<file path="src/rtl/sum_acc_pkg.sv">
// sum_acc_pkg: shared types and helpers for the frame accumulator.
//   acc_state_e : FSM state encoding (idle, accumulating, holding a result).
//   acc_max()   : largest value of a signed two's-complement field of given width.
//   acc_min()   : smallest value of a signed two's-complement field of given width.
package sum_acc_pkg;

  typedef enum logic [1:0] {
    StIdle  = 2'd0,
    StAccum = 2'd1,
    StHold  = 2'd2
  } acc_state_e;

  function automatic longint acc_max(input int unsigned width);
    return (longint'(1) << (width - 1)) - 64'sd1;
  endfunction

  function automatic longint acc_min(input int unsigned width);
    return -(longint'(1) << (width - 1));
  endfunction

endpackage

</file>
<file path="src/rtl/sat_add.sv">
// sat_add: combinational W-bit signed saturating adder.
//   a, b  : signed W-bit operands.
//   sum   : a + b, clamped to the signed W-bit range.
//   clamp : high when the true sum fell outside the range and was clamped.
module sat_add
  import sum_acc_pkg::*;
#(
  parameter int unsigned W = 12
) (
  input  logic signed [W-1:0] a,
  input  logic signed [W-1:0] b,
  output logic signed [W-1:0] sum,
  output logic                clamp
);

  localparam logic signed [W:0] MaxExt = (W + 1)'(acc_max(W));
  localparam logic signed [W:0] MinExt = (W + 1)'(acc_min(W));

  // One guard bit is enough to hold any sum of two W-bit signed values.
  logic signed [W:0] wide;
  assign wide = {a[W-1], a} + {b[W-1], b};

  always_comb begin
    sum   = wide[W-1:0];
    clamp = 1'b0;
    if (wide > MaxExt) begin
      sum   = MaxExt[W-1:0];
      clamp = 1'b1;
    end else if (wide < MinExt) begin
      sum   = MinExt[W-1:0];
      clamp = 1'b1;
    end
  end

endmodule

</file>
<file path="src/rtl/sum_accumulator.sv">
// sum_accumulator: frame-based saturating accumulator for the adder's sum stream.
//   clk, rstN            : rising-edge clock, synchronous active-low reset.
//   in_valid/in_ready    : sample handshake; in_data is the signed N-bit sample.
//   len                  : samples per frame, latched on a frame's first transfer (0 means 1).
//   out_valid/out_ready  : result handshake; out_data is the saturated frame sum,
//                          out_sat flags that at least one addition clamped.
// All outputs are decoded from registered state only.
module sum_accumulator
  import sum_acc_pkg::*;
#(
  parameter int unsigned N     = 8,
  parameter int unsigned ACC_W = 12,
  parameter int unsigned CNT_W = 4
) (
  input  logic                    clk,
  input  logic                    rstN,
  input  logic                    in_valid,
  output logic                    in_ready,
  input  logic signed [N-1:0]     in_data,
  input  logic        [CNT_W-1:0] len,
  output logic                    out_valid,
  input  logic                    out_ready,
  output logic signed [ACC_W-1:0] out_data,
  output logic                    out_sat
);

  localparam int unsigned ExtW = ACC_W - N;

  acc_state_e              state_q, state_d;
  logic signed [ACC_W-1:0] acc_q, acc_d;
  logic        [CNT_W-1:0] cnt_q, cnt_d;
  logic        [CNT_W-1:0] len_q, len_d;
  logic                    sat_q, sat_d;

  logic                    in_xfer;
  logic signed [ACC_W-1:0] in_ext;
  logic signed [ACC_W-1:0] add_sum;
  logic                    add_clamp;
  logic        [CNT_W-1:0] cnt_inc;

  assign in_ext  = {{ExtW{in_data[N-1]}}, in_data};
  assign in_xfer = in_valid && in_ready;
  assign cnt_inc = cnt_q + CNT_W'(1);

  sat_add #(
    .W(ACC_W)
  ) u_sat_add (
    .a    (acc_q),
    .b    (in_ext),
    .sum  (add_sum),
    .clamp(add_clamp)
  );

  always_comb begin
    state_d = state_q;
    acc_d   = acc_q;
    cnt_d   = cnt_q;
    len_d   = len_q;
    sat_d   = sat_q;
    unique case (state_q)
      StIdle: begin
        if (in_xfer) begin
          len_d   = (len == '0) ? CNT_W'(1) : len;
          acc_d   = in_ext;
          cnt_d   = CNT_W'(1);
          sat_d   = 1'b0;
          state_d = (len_d == CNT_W'(1)) ? StHold : StAccum;
        end
      end
      StAccum: begin
        // Only the latched frame length matters here; len is ignored mid-frame.
        if (in_xfer) begin
          acc_d = add_sum;
          sat_d = sat_q | add_clamp;
          cnt_d = cnt_inc;
          if (cnt_inc == len_q) begin
            state_d = StHold;
          end
        end
      end
      StHold: begin
        // The next frame's first sample is taken in idle, one cycle after handoff.
        if (out_ready) begin
          state_d = StIdle;
        end
      end
      default: state_d = StIdle;
    endcase
  end

  always_ff @(posedge clk) begin
    if (!rstN) begin
      state_q <= StIdle;
      acc_q   <= '0;
      cnt_q   <= '0;
      len_q   <= CNT_W'(1);
      sat_q   <= 1'b0;
    end else begin
      state_q <= state_d;
      acc_q   <= acc_d;
      cnt_q   <= cnt_d;
      len_q   <= len_d;
      sat_q   <= sat_d;
    end
  end

  assign in_ready  = (state_q != StHold);
  assign out_valid = (state_q == StHold);
  assign out_data  = acc_q;
  assign out_sat   = sat_q;

endmodule

</file>
<file path="config.mk">
export PLATFORM = sky130hd
export DESIGN_NAME = sum_accumulator
export DESIGN_NICKNAME = d
export VERILOG_FILES = /design/src/rtl/sum_acc_pkg.sv /design/src/rtl/sat_add.sv /design/src/rtl/sum_accumulator.sv
export SDC_FILE = /design/constraint.sdc
export NUM_CORES = 1
export LEC_CHECK = 0
export CORE_MARGIN = 8
export CORE_UTILIZATION = 54
export CTS_BUF_LIST = sky130_fd_sc_hd__clkbuf_4 sky130_fd_sc_hd__clkbuf_8
export DETAILED_ROUTE_END_ITERATION = 8
export GPL_TIMING_DRIVEN = 0
export MAX_ROUTING_LAYER = met4
export PLACE_DENSITY_LB_ADDON = 0.2
export SYNTH_ARGS = -nofsm -noshare
export SYNTH_HDL_FRONTEND = slang
export SYNTH_SLANG_ARGS = --single-unit
</file>
<file path="constraint.sdc">
create_clock -name clk -period 2.72 [get_ports clk]
set_input_delay 0.272 -clock clk [delete_from_list [all_inputs] [get_ports clk]]
set_output_delay 0.272 -clock clk [all_outputs]
set_load 0.05 [all_outputs]
</file>
=== Word level (Yosys, flattened, before mapping) ===
Cells that the tools add are included.

* Word-level logic and storage cells: 46
* Flip-flop bits (word level): 23
* Output and inout bits: 15

* Multiplexer cells: 20
* Reductions and logical operators: 7
* Bitwise operators: 1
* Order comparisons: 2
* Eq/ne operators: 9
* Add/subtract/negate cells: 2

{| class="wikitable"
|+ Operators by type and width
! operator !! count
|-
| $mux 12 || 4
|-
| $pmux 12 s2 || 1
|-
| $add 12x8->13 || 1
|-
| $gt 13x12->1 const B || 1
|-
| $lt 13x12->1 const B || 1
|-
| $mux 4 || 3
|-
| $mux 2 || 5
|-
| $ne 2x2->1 const B || 4
|-
| $pmux 4 s2 || 1
|-
| $pmux 2 s3 || 1
|-
| $add 4x1->4 const B || 1
|-
| $eq 4x1->1 const B || 1
|-
| $eq 4x4->1 || 1
|-
| $logic_not 4->1 || 1
|-
| $mux 1 || 4
|-
| $reduce_and 4->1 || 1
|-
| $reduce_and 3->1 || 1
|-
| $eq 2x1->1 const B || 1
|-
| $eq 2x2->1 const B || 1
|-
| $logic_not 2->1 || 1
|-
| $ne 2x1->1 const B || 1
|-
| $pmux 1 s2 || 1
|-
| $reduce_and 2->1 || 1
|-
| $reduce_bool 2->1 || 1
|-
| other kinds (2) || 2
|}

=== Longest topological paths before layout ===
* Depth after elaboration: 7
* Mapped depth: 10
* Depth with buffers taken out: 10

=== Hierarchy ===
From an unflattened synthesis, not the netlist that was laid out.

* Cell total of the unflattened synthesis: 247
* Area total of the unflattened synthesis: 2037.0 µm²

{| class="wikitable"
|+ Modules (own cells, without submodules)
! module !! instances !! sequential area each (µm²) !! area an instance (µm²) !! cells an instance
|-
| sum_accumulator || 1 || 460.4 || 1073.5 || 118
|-
| sat_add || 1 || 0.0 || 963.4 || 129
|}

=== Worst setup path before layout ===
Ideal clock, no wire load.

* Path type: register to register
* Start point: reg acc_q[1] (netlist: out_data[1])
* End point: reg acc_q[9] (netlist: out_data[9])
* Arrival time: 2.663 ns
* Setup slack: -0.075 ns
* Cell stages (with the launch flop): 9
* Required time: 2.588 ns
* Clock period less this slack: 2.795 ns
* Setup time: 0.132 ns
* Cells stage by stage: dfxtp_1 ha_1 a21o_1 a311o_1 a41o_4 a311oi_1 a41oi_2 a32oi_1 a21oi_1

* Longest elaborated chain between the ends: 6
* Elaborated cells between the ends (all ways): 7

{| class="wikitable"
|+ Ends and longest elaborated chain
! element !! line !! RTL
|-
| from (decl) || sum_accumulator.sv:30 || <nowiki>logic signed [ACC_W-1:0] acc_q, acc_d;</nowiki>
|-
| from (signal assigned) || sum_accumulator.sv:94 || <nowiki>acc_q <= '0;</nowiki>
|-
| from (signal assigned) || sum_accumulator.sv:100 || <nowiki>acc_q <= acc_d;</nowiki>
|-
| $add 12x8->13 * || sat_add.sv:21 || <nowiki>assign wide = {a[W-1], a} + {b[W-1], b};</nowiki>
|-
| $lt 13x12->1 || sat_add.sv:29 || <nowiki>end else if (wide < MinExt) begin</nowiki>
|-
| $mux 12 || sat_add.sv:29 ||
|-
| $mux 12 * || sat_add.sv:26 || <nowiki>if (wide > MaxExt) begin</nowiki>
|-
| $mux 12 * || sum_accumulator.sv:72 || <nowiki>if (in_xfer) begin</nowiki>
|-
| $pmux 12 s2 * || sum_accumulator.sv:60 || <nowiki>unique case (state_q)</nowiki>
|}

Every way passes the cells marked *; elsewhere a longest branch is shown, timed or not. The select of a mux whose other input is x is not followed.
A chain may end at the register's enable or synchronous reset.

=== Worst setup path after layout ===
* Start point: in in_data[3]
* End point: reg acc_q[3] (netlist: out_data[3])

* Longest elaborated chain between the ends: 6
* Elaborated cells between the ends (all ways): 8

{| class="wikitable"
|+ Ends and longest elaborated chain
! element !! line !! RTL
|-
| from (decl) || sum_accumulator.sv:19 || <nowiki>input logic signed [N-1:0] in_data,</nowiki>
|-
| $add 12x8->13 || sat_add.sv:21 ||
|-
| $lt 13x12->1 || sat_add.sv:29 ||
|-
| $mux 12 || sat_add.sv:29 ||
|-
| $mux 12 || sat_add.sv:26 ||
|-
| $mux 12 || sum_accumulator.sv:72 ||
|-
| $pmux 12 s2 * || sum_accumulator.sv:60 ||
|}

Marks and branches as above.

==> metrics <==
status=completed; startpoint types=input pin; initial antenna violation count=0; WL met1=2.15 mm; grt ovf=0; CP endpoint kind=register; post-route minimum period=2690 ps; fraction of registers with async set/reset=0; WP data required=2980 ps; # nets final=276; final instance area=2140 sq um; Pre-Repair DR Iteration Count=4; IO buf count=29; synthesized instance count=212; RSZ-0062 raised after global routing=yes; min setup slack post-route=31.3 ps; Worst-Margin Slew=515 ps; Placer Congestion=0.854; area delta synth->final=24.5%; max layer used=met4; Cell Area, Placed=2060 sq um; fmax=372 MHz; core area=3030 sq um; Clock Tree Buf Depth=2; pin count of the biggest net entering global routing=13; clk_lat worst skew=320 ps; via count=1694; worst relative slew slack=0.656; die width=72.4 um; TritonCTS clock tree=built; vias per cell=5.86; diode count=0; Commonest cells post-synth=dfxtp_1 (23), nand2_1 (18), a21oi_1 (17); # Max-Cap Violations=0; CTS H-tree lvls=1; period utilization=0.989; initial core utilization=0.567; Worst Path Arrival=2950 ps; leakage=0.833 nW; Post-synth EDFFs=0; pwr dens=538 nW/um^2; Final Hold Fails=0; met3 WL=226 um; vias in the first global route=1655; share of the synthesized area in the top cell type=0.268; row cnt=20; most instantiated library cell after synthesis=dfxtp_1; Final Routed Wirelength=4.53 mm; HPWL after detailed placement=3.34 mm; GRT Total Usage=0.181; post-layout util=0.705; Boundary Pins=31; Crit Path Category=input pin to register; Yosys top cell by area=dfxtp_1; top cells by area, synth=dfxtp_1 (27%), ha_1 (9.5%), a21oi_1 (5.0%); Yosys reg bits=23; Hold Path Class=input pin to register; pre-CTS WS=-508 ps; DR DRC count=0; hold_buf cts=0; Synth Cell Area=1720 sq um; R2R Setup Slk=80 ps; CTS Buf Count=3; ys flop type=dfxtp_1; syn avg cell area=8.09 sq um; Warnings, synthesis=0; root buffer cell=clkbuf_4; routed length per placed instance=15.7 um; CP max FO=6; Yosys cell types=48; clock-pin slew on the worst setup and hold paths=140 ps; die area=5240 sq um; Worst VDD drop=416 uV; global-route wire length before repair=7.60 mm; Syn Nets=242; clock sinks=23; met2 WL=2.11 mm; setup bufs post-CTS=0; fillers=255; DR iter-0 viols=104; antenna-violating nets left=0; register area share after synthesis=0.268; final setup violation count=0; Max Slew Vio Count=0; clock skew=13.2 ps; fraction of layout cells with a size suffix above 1=0.0653; die height=72.4 um
[registers in the layout, indices dropped and copies added (netlist names)]
register	cells
state_q	2
out_sat	1
out_data	12
len_q	4
cnt_q	4
[stage by stage]
step                      hold WS [ps]  TNS (ps)  power, W  cells
final                              380         0   0.00115    289
after global routing               401     -22.3   0.00122    289
after CTS                          378         0   0.00114    289
after detailed placement           459     -4390  0.000955    285
after global placement             455     -3920  0.000948    285
after floorplan                    408         0  0.000804    212
[path summary, 6_finish.rpt]
kind	from	cells after the start	endpoint
max	in_data[3]	9	out_data[3]
min	rstN	3	out_data[6]
max reg2reg	out_data[3]	8	out_data[3]
min reg2reg	len_q[1]	2	len_q[1]
[placed cells by master (no fill, tap or decap), types with 5 or more instances in the layout]
cell,n
a21o_1,6
a21oi_1,16
clkbuf_1,11
clkdlybuf4s50_1,29
dfxtp_1,21
ha_1,13
inv_1,8
nand2_1,18
nand2b_1,6
nand3_1,8
nor2_1,11
nor3_1,5
o211ai_1,7
o21a_1,5
o21ai_0,7
xnor2_1,8
xor2_1,5
[per-layer routing]
layer,up-vias,GRT usage
met3,6,0.0427
met5,-,-
li1,853,-
met2,61,0.294
met4,0,0.0408
met1,774,0.219
[logic make-up (layout without fill, tap and decap cells)]
logic type | count (synthesis) | in the layout | synth area share
flops | 23 | 23 | 0.268
xor+xnor | 13 | 13 | 0.0664
compound gates | 77 | 77 | 0.326
buf+inv | 19 | 52 | 0.0416
fa+ha+maj | 14 | 14 | 0.106
simple gates | 66 | 66 | 0.191
[cell type report]
cell class              instances  area (sq um)  area share
inverters                       8          30.0      0.0141
repair buffers                 29           290       0.136
clock buffers                   4          30.0      0.0141
flip-flops and latches         23           463       0.217
plain buffers                  11          41.3      0.0193
well taps                      44          55.1      0.0258
multi-input cells             170          1230       0.574
[what timing repair did]
action	4_1_cts	5_1_grt
gates resized for setup	3	3
setup endpoints to repair	9	5
pin swaps	0	1
[critical path, stage by stage]
cell and delay, ps:
clkdlybuf4s50_1 430, ha_1 370, and2_1 190, a311o_1 370, a41o_4 310, a31o_4 260, o311a_1 460, o21a_1 170
o21ai_1 130
[power breakdown]
group | total [W] | switching, W | leakage [nW] | internal (W)
Sequential | 0.000404 | 0.0000314 | 0.190 | 0.000372
Clock | 0.000176 | 0.000109 | 0.0184 | 0.0000674
Combinational | 0.000570 | 0.000345 | 0.625 | 0.000225
Note: power is estimated with default switching activity, not from simulation.
